### src/rtl/aesl_deadlock_block_detector.sv
// Deadlock detector for a dataflow kernel. It watches the AXI-Stream and
// sub-instance blocking signals. It declares a deadlock once the same
// blocking pattern has persisted for BLOCK_THRESHOLD consecutive cycles
// while at least one sub-instance is busy.
module aesl_deadlock_block_detector #(
  parameter int unsigned NUM_AXIS        = 2,
  parameter int unsigned NUM_INST        = 1,
  parameter int unsigned BLOCK_THRESHOLD = 16
) (
  input  logic                         clock,
  input  logic                         reset,
  input  logic [NUM_AXIS-1:0]          axis_block_sigs,
  input  logic [NUM_INST-1:0]          inst_idle_sigs,
  input  logic [NUM_INST-1:0]          inst_block_sigs,
  output logic                         block,
  output logic [NUM_INST+NUM_AXIS-1:0] block_sig,
  output logic [7:0]                   block_events
);

  localparam int unsigned SW = NUM_INST + NUM_AXIS;
  localparam int unsigned CW = $clog2(BLOCK_THRESHOLD + 1);
  localparam logic [CW-1:0] CntOne  = CW'(1);
  localparam logic [CW-1:0] CntLast = CW'(BLOCK_THRESHOLD - 1);

  typedef enum logic [1:0] {StIdle, StWatch, StBlocked} state_e;

  state_e          state_q, state_d;
  logic [CW-1:0]   cnt_q, cnt_d;
  logic [SW-1:0]   sig_q, sig_d;
  logic [SW-1:0]   block_sig_q, block_sig_d;
  logic [7:0]      events_q, events_d;
  logic            block_q;
  logic            stall;
  logic [SW-1:0]   sig;

  // Stall only counts while some sub-instance is still busy.
  always_comb begin
    sig   = {inst_block_sigs, axis_block_sigs};
    stall = (|axis_block_sigs | |inst_block_sigs) & ~(&inst_idle_sigs);
  end

  // Next-state logic: count a stable stall pattern and declare on the last cycle of the window.
  always_comb begin
    state_d     = state_q;
    cnt_d       = cnt_q;
    sig_d       = sig_q;
    block_sig_d = block_sig_q;
    events_d    = events_q;
    case (state_q)
      StIdle: begin
        if (stall) begin
          state_d = StWatch;
          cnt_d   = CntOne;
          sig_d   = sig;
        end else begin
          cnt_d = '0;
        end
      end
      StWatch: begin
        if (!stall) begin
          state_d = StIdle;
          cnt_d   = '0;
        end else if (sig != sig_q) begin
          // Blocking pattern moved: restart the window on the new pattern.
          sig_d = sig;
          cnt_d = CntOne;
        end else if (cnt_q < CntLast) begin
          cnt_d = cnt_q + CntOne;
        end else begin
          state_d     = StBlocked;
          block_sig_d = sig;
          if (events_q != 8'hFF) begin
            events_d = events_q + 8'd1;
          end
        end
      end
      StBlocked: begin
        if (!stall) begin
          state_d = StIdle;
          cnt_d   = '0;
        end
      end
      default: begin
        state_d = StIdle;
        cnt_d   = '0;
      end
    endcase
  end

  // State registers. The block flag is registered from the next state so the output has no input path.
  always_ff @(posedge clock or posedge reset) begin
    if (reset) begin
      state_q     <= StIdle;
      cnt_q       <= '0;
      sig_q       <= '0;
      block_sig_q <= '0;
      events_q    <= '0;
      block_q     <= 1'b0;
    end else begin
      state_q     <= state_d;
      cnt_q       <= cnt_d;
      sig_q       <= sig_d;
      block_sig_q <= block_sig_d;
      events_q    <= events_d;
      block_q     <= (state_d == StBlocked);
    end
  end

  assign block        = block_q;
  assign block_sig    = block_sig_q;
  assign block_events = events_q;

endmodule

### config.mk
export PLATFORM = sky130hd
export DESIGN_NAME = aesl_deadlock_block_detector
export DESIGN_NICKNAME = d
export VERILOG_FILES = /design/src/rtl/aesl_deadlock_block_detector.sv
export SDC_FILE = /design/constraint.sdc
export NUM_CORES = 1
export LEC_CHECK = 0
export CORE_MARGIN = 2
export CORE_UTILIZATION = 45
export CTS_BUF_LIST = sky130_fd_sc_hd__clkbuf_2
export DETAILED_ROUTE_END_ITERATION = 8
export PLACE_DENSITY = 0.69
export SETUP_SLACK_MARGIN = 0.5
export SLEW_MARGIN = 0
export SYNTH_ARGS = -nofsm -noshare
export SYNTH_HDL_FRONTEND = slang
export SYNTH_SLANG_ARGS = --single-unit
### constraint.sdc
create_clock -name clock -period 1.8 [get_ports clock]
set_clock_uncertainty 0.2 [all_clocks]
set_input_delay 0.27 -clock clock [delete_from_list [all_inputs] [get_ports clock]]
set_output_delay 0.27 -clock clock [all_outputs]
set_load 0.02 [all_outputs]
==> results of run 1 <==
## Yosys cell counts (2+ instances only)
master / count
ha_1: 2
inv_1: 2
nand2_1: 5
xnor2_1: 8
and4_1: 2
and3_1: 2
nor2_1: 5
nand3_1: 2
o21ai_0: 3
nand4_1: 4
mux2_2: 8
dfrtp_1: 22
a21oi_1: 4
## registers in the layout (all words and copies together), names as in the netlist
| name | count |
|---|---|
| block_events | 8 |
| state_q | 2 |
| block_sig | 3 |
| block | 1 |
| sig_q | 3 |
| cnt_q | 5 |
## cell type report
class,instances,area [um2]
fill,129,557
timing repair buffer,49,455
inverter,2,7.51
tap,28,35.0
clock buffer,3,15.0
multi-input combinational,60,538
clock inverter,1,30.0
sequential,22,553
## metal layers
metal / vias up / share of wire / wire length [um] / track usage
met5: - / 0 / 0 / 0
met4: 0 / 0.0038 / 10 / 0.0789
met3: 2 / 0.017 / 44 / 0.0374
met2: 8 / 0.56 / 1460 / 0.407
met1: 444 / 0.42 / 1090 / 0.262
li1: 414 / - / - / -
## how the worst max path moves through the flow
| stage | startpoint | to | slack, ns | cells past startpoint |
|---|---|---|---|---|
| global route | sig_q[2]$_DFFE_PP0P_ | block_events[5]$_DFFE_PP0P_ | -0.18 | 7 |
| detailed placement | inst_block_sigs | block_events[1]$_DFFE_PP0P_ | -0.61 | 6 |
| floorplan | sig_q[0]$_DFFE_PP0P_ | block_events[1]$_DFFE_PP0P_ | -0.13 | 4 |
| CTS | sig_q[0]$_DFFE_PP0P_ | block_events[1]$_DFFE_PP0P_ | -0.1 | 6 |
| global placement | inst_block_sigs | block_events[1]$_DFFE_PP0P_ | -0.57 | 6 |
| finish | state_q[1]$_DFF_PP0_ | block_events[1]$_DFFE_PP0P_ | -0.09 | 4 |
## what timing repair did
action | CTS | global route
endpoints found under the setup margin | 34 | 34
resized for setup | 89 | 4
gates cloned | 0 | 0
pin swaps | 10 | 7
hold buffers | 0 | 0
setup buffers | 9 | 3
## worst max-delay path, delay by kind of cell (launching register included)
kind / cells / cell delay (ns)
mux: 1 / 0.30
flops: 1 / 0.45
simple gates: 2 / 0.70
buf+inv: 1 / 0.19
## through the flow
| stage | cells | TNS (ns) | utilization |
|---|---|---|---|
| finish | 165 | -0.414 | 0.746 |
| global route | 165 | -1.63 | 0.746 |
| CTS | 162 | -0.387 | 0.729 |
| detailed placement | 149 | -10.34 | 0.649 |
| global placement | 149 | -9.47 | 0.649 |
| floorplan | 86 | -0.598 | - |
## cells by family after synthesis
logic type,share of synthesized area
simple gates,0.174
flops,0.530
compound gates,0.0916
xor+xnor,0.0759
mux,0.0868
buf+inv,0.0181
fa+ha+maj,0.0241
## power by group
group	internal, mW	total (mW)	switching (mW)
combinational	0.0415	0.0848	0.0433
clock	0.192	0.348	0.157
sequential	0.507	0.516	0.00952
==> run_results.csv, run 1 <==
group,metric,value,unit
outcome,run_status,"finished, violations left",
outcome,violations,"negative setup slack",
sta,hold_viol,0,
sta,worst_pin_slew,0.365,ns
global_routing,grt_pass1_vias,929,
detailed_routing,avgViaCountPerCell,5.26,
synth,synth_edf_count,0,
layout,layout.nets,146,
sta,rsz0062_at_grt,"yes",
cts,clk_pin_slew,0.23,ns
die,fp.dieArea,2710,um2
sta,whs,0.0428,ns
placement,placed_cell_area,1420,um2
power_and_ir_drop,p_per_area,581,nW/um2
sta,slew_violations,0,
detailed_routing,first_iter_violations,12,
global_routing,track_usage,0.224,
worst_setup_path,rrSetupSlack,-0.09,ns
sta,fmax,528,MHz
power_and_ir_drop,leakage,0.770,nW
worst_setup_path,end_kind,"register",
worst_setup_path,critPathLaunchType,"register",
placement,port_buffers,17,
synth,synth-async-reset-ratio,1.00,
layout,final_common_cell,"buf_4",
synth,synth_top_cell_area_share,0.530,
die,start_util,0.474,
sta,fin_crit,1.89,ns
worst_setup_path,required,1.86,ns
worst_setup_path,cp.arrival,1.95,ns
min_path,hold_class,"primary input to async pin",
detailed_routing,wl_per_cell,15.7,um
cts,cts-root-buf,"clkbuf_2",
cts,clock_latency,0.33,ns
placement,dpl_worst_slack,-0.611,ns
layout,areaGrowthSynthToFinish,57.3,%
global_routing,antenna_found_initial,0,
cts,cts_tree,"yes",
sta,slew_headroom,0.756,
synth,yosysUniqueCellTypes,30,
placement,place_congestion,0.808,
placement,hpwl,1730,um
cts,clock-sinks,22,
worst_setup_path,cpPeakStageDelay,0.45,ns
global_routing,overflow,0,
detailed_routing,firstDrtPassIters,4,
detailed_routing,drt-total-wl,2600,um
synth,syn_avg_cell_area,12.1,um2
layout,antennaDiodeCount,0,
worst_setup_path,cp_slowest_cell,"dfrtp_1",
synth,synth_seq_cells,22,
die,core-area,2190,um2
cts,numCtsBuffers,3,
detailed_routing,ant_nets,0,
synth,synth_warnings,0,
worst_setup_path,crit_fanout,7,
die,rows,17,
die,io_pins,18,
layout,drive_gt1_frac,0.518,
worst_setup_path,path_cells,"or3_4, nor4_4, buf_4, mux2_4",
sta,setup-violations-final,11,
sta,fin_ws,-0.0942,ns
worst_setup_path,r2r_end,"block_events[1]$_DFFE_PP0P_",
sta,fin_crit_sh,1.05,
synth,syn_inst,86,
cts,cts_max_path_buffers,2,
layout,mostFrequentLayoutCells,"buf_4, buf_6, dfrtp_1",
global_routing,grt_max_degree,23,
synth,syn-num-nets,94,
synth,synth_top_cell_by_area,"dfrtp_1",
synth,synth_area,1040,um2
power_and_ir_drop,power.total,0.950,mW
layout,design_area,1630,um2
die,die_height,52.0,um
synth,synth.area.top_cells,"dfrtp_1, mux2_2, xnor2_1",
synth,ys_seq_area_frac,0.530,
cts,cts_max_level,1,
power_and_ir_drop,vdd_ir_drop_max,0.663,mV
detailed_routing,vias,868,
detailed_routing,drc_errors,0,
die,die_w,52.0,um
global_routing,grt_pass1_wl,4310,um
worst_setup_path,rr_worst_depth,4,
synth,synthFlopType,"dfrtp_1",
worst_setup_path,worstReg2RegStart,"state_q[1]$_DFF_PP0_",
flow_run,maxCapViolations,0,
worst_setup_path,crit_type,"register to register",
No activity file was read; power rests on OpenSTA's default activity.
==> run 2: changes to the inputs <==
SLEW_MARGIN = 10   (was 0)
==> results of run 2 <==
The final DEF is identical to that of run 1; final timing and power are the same.
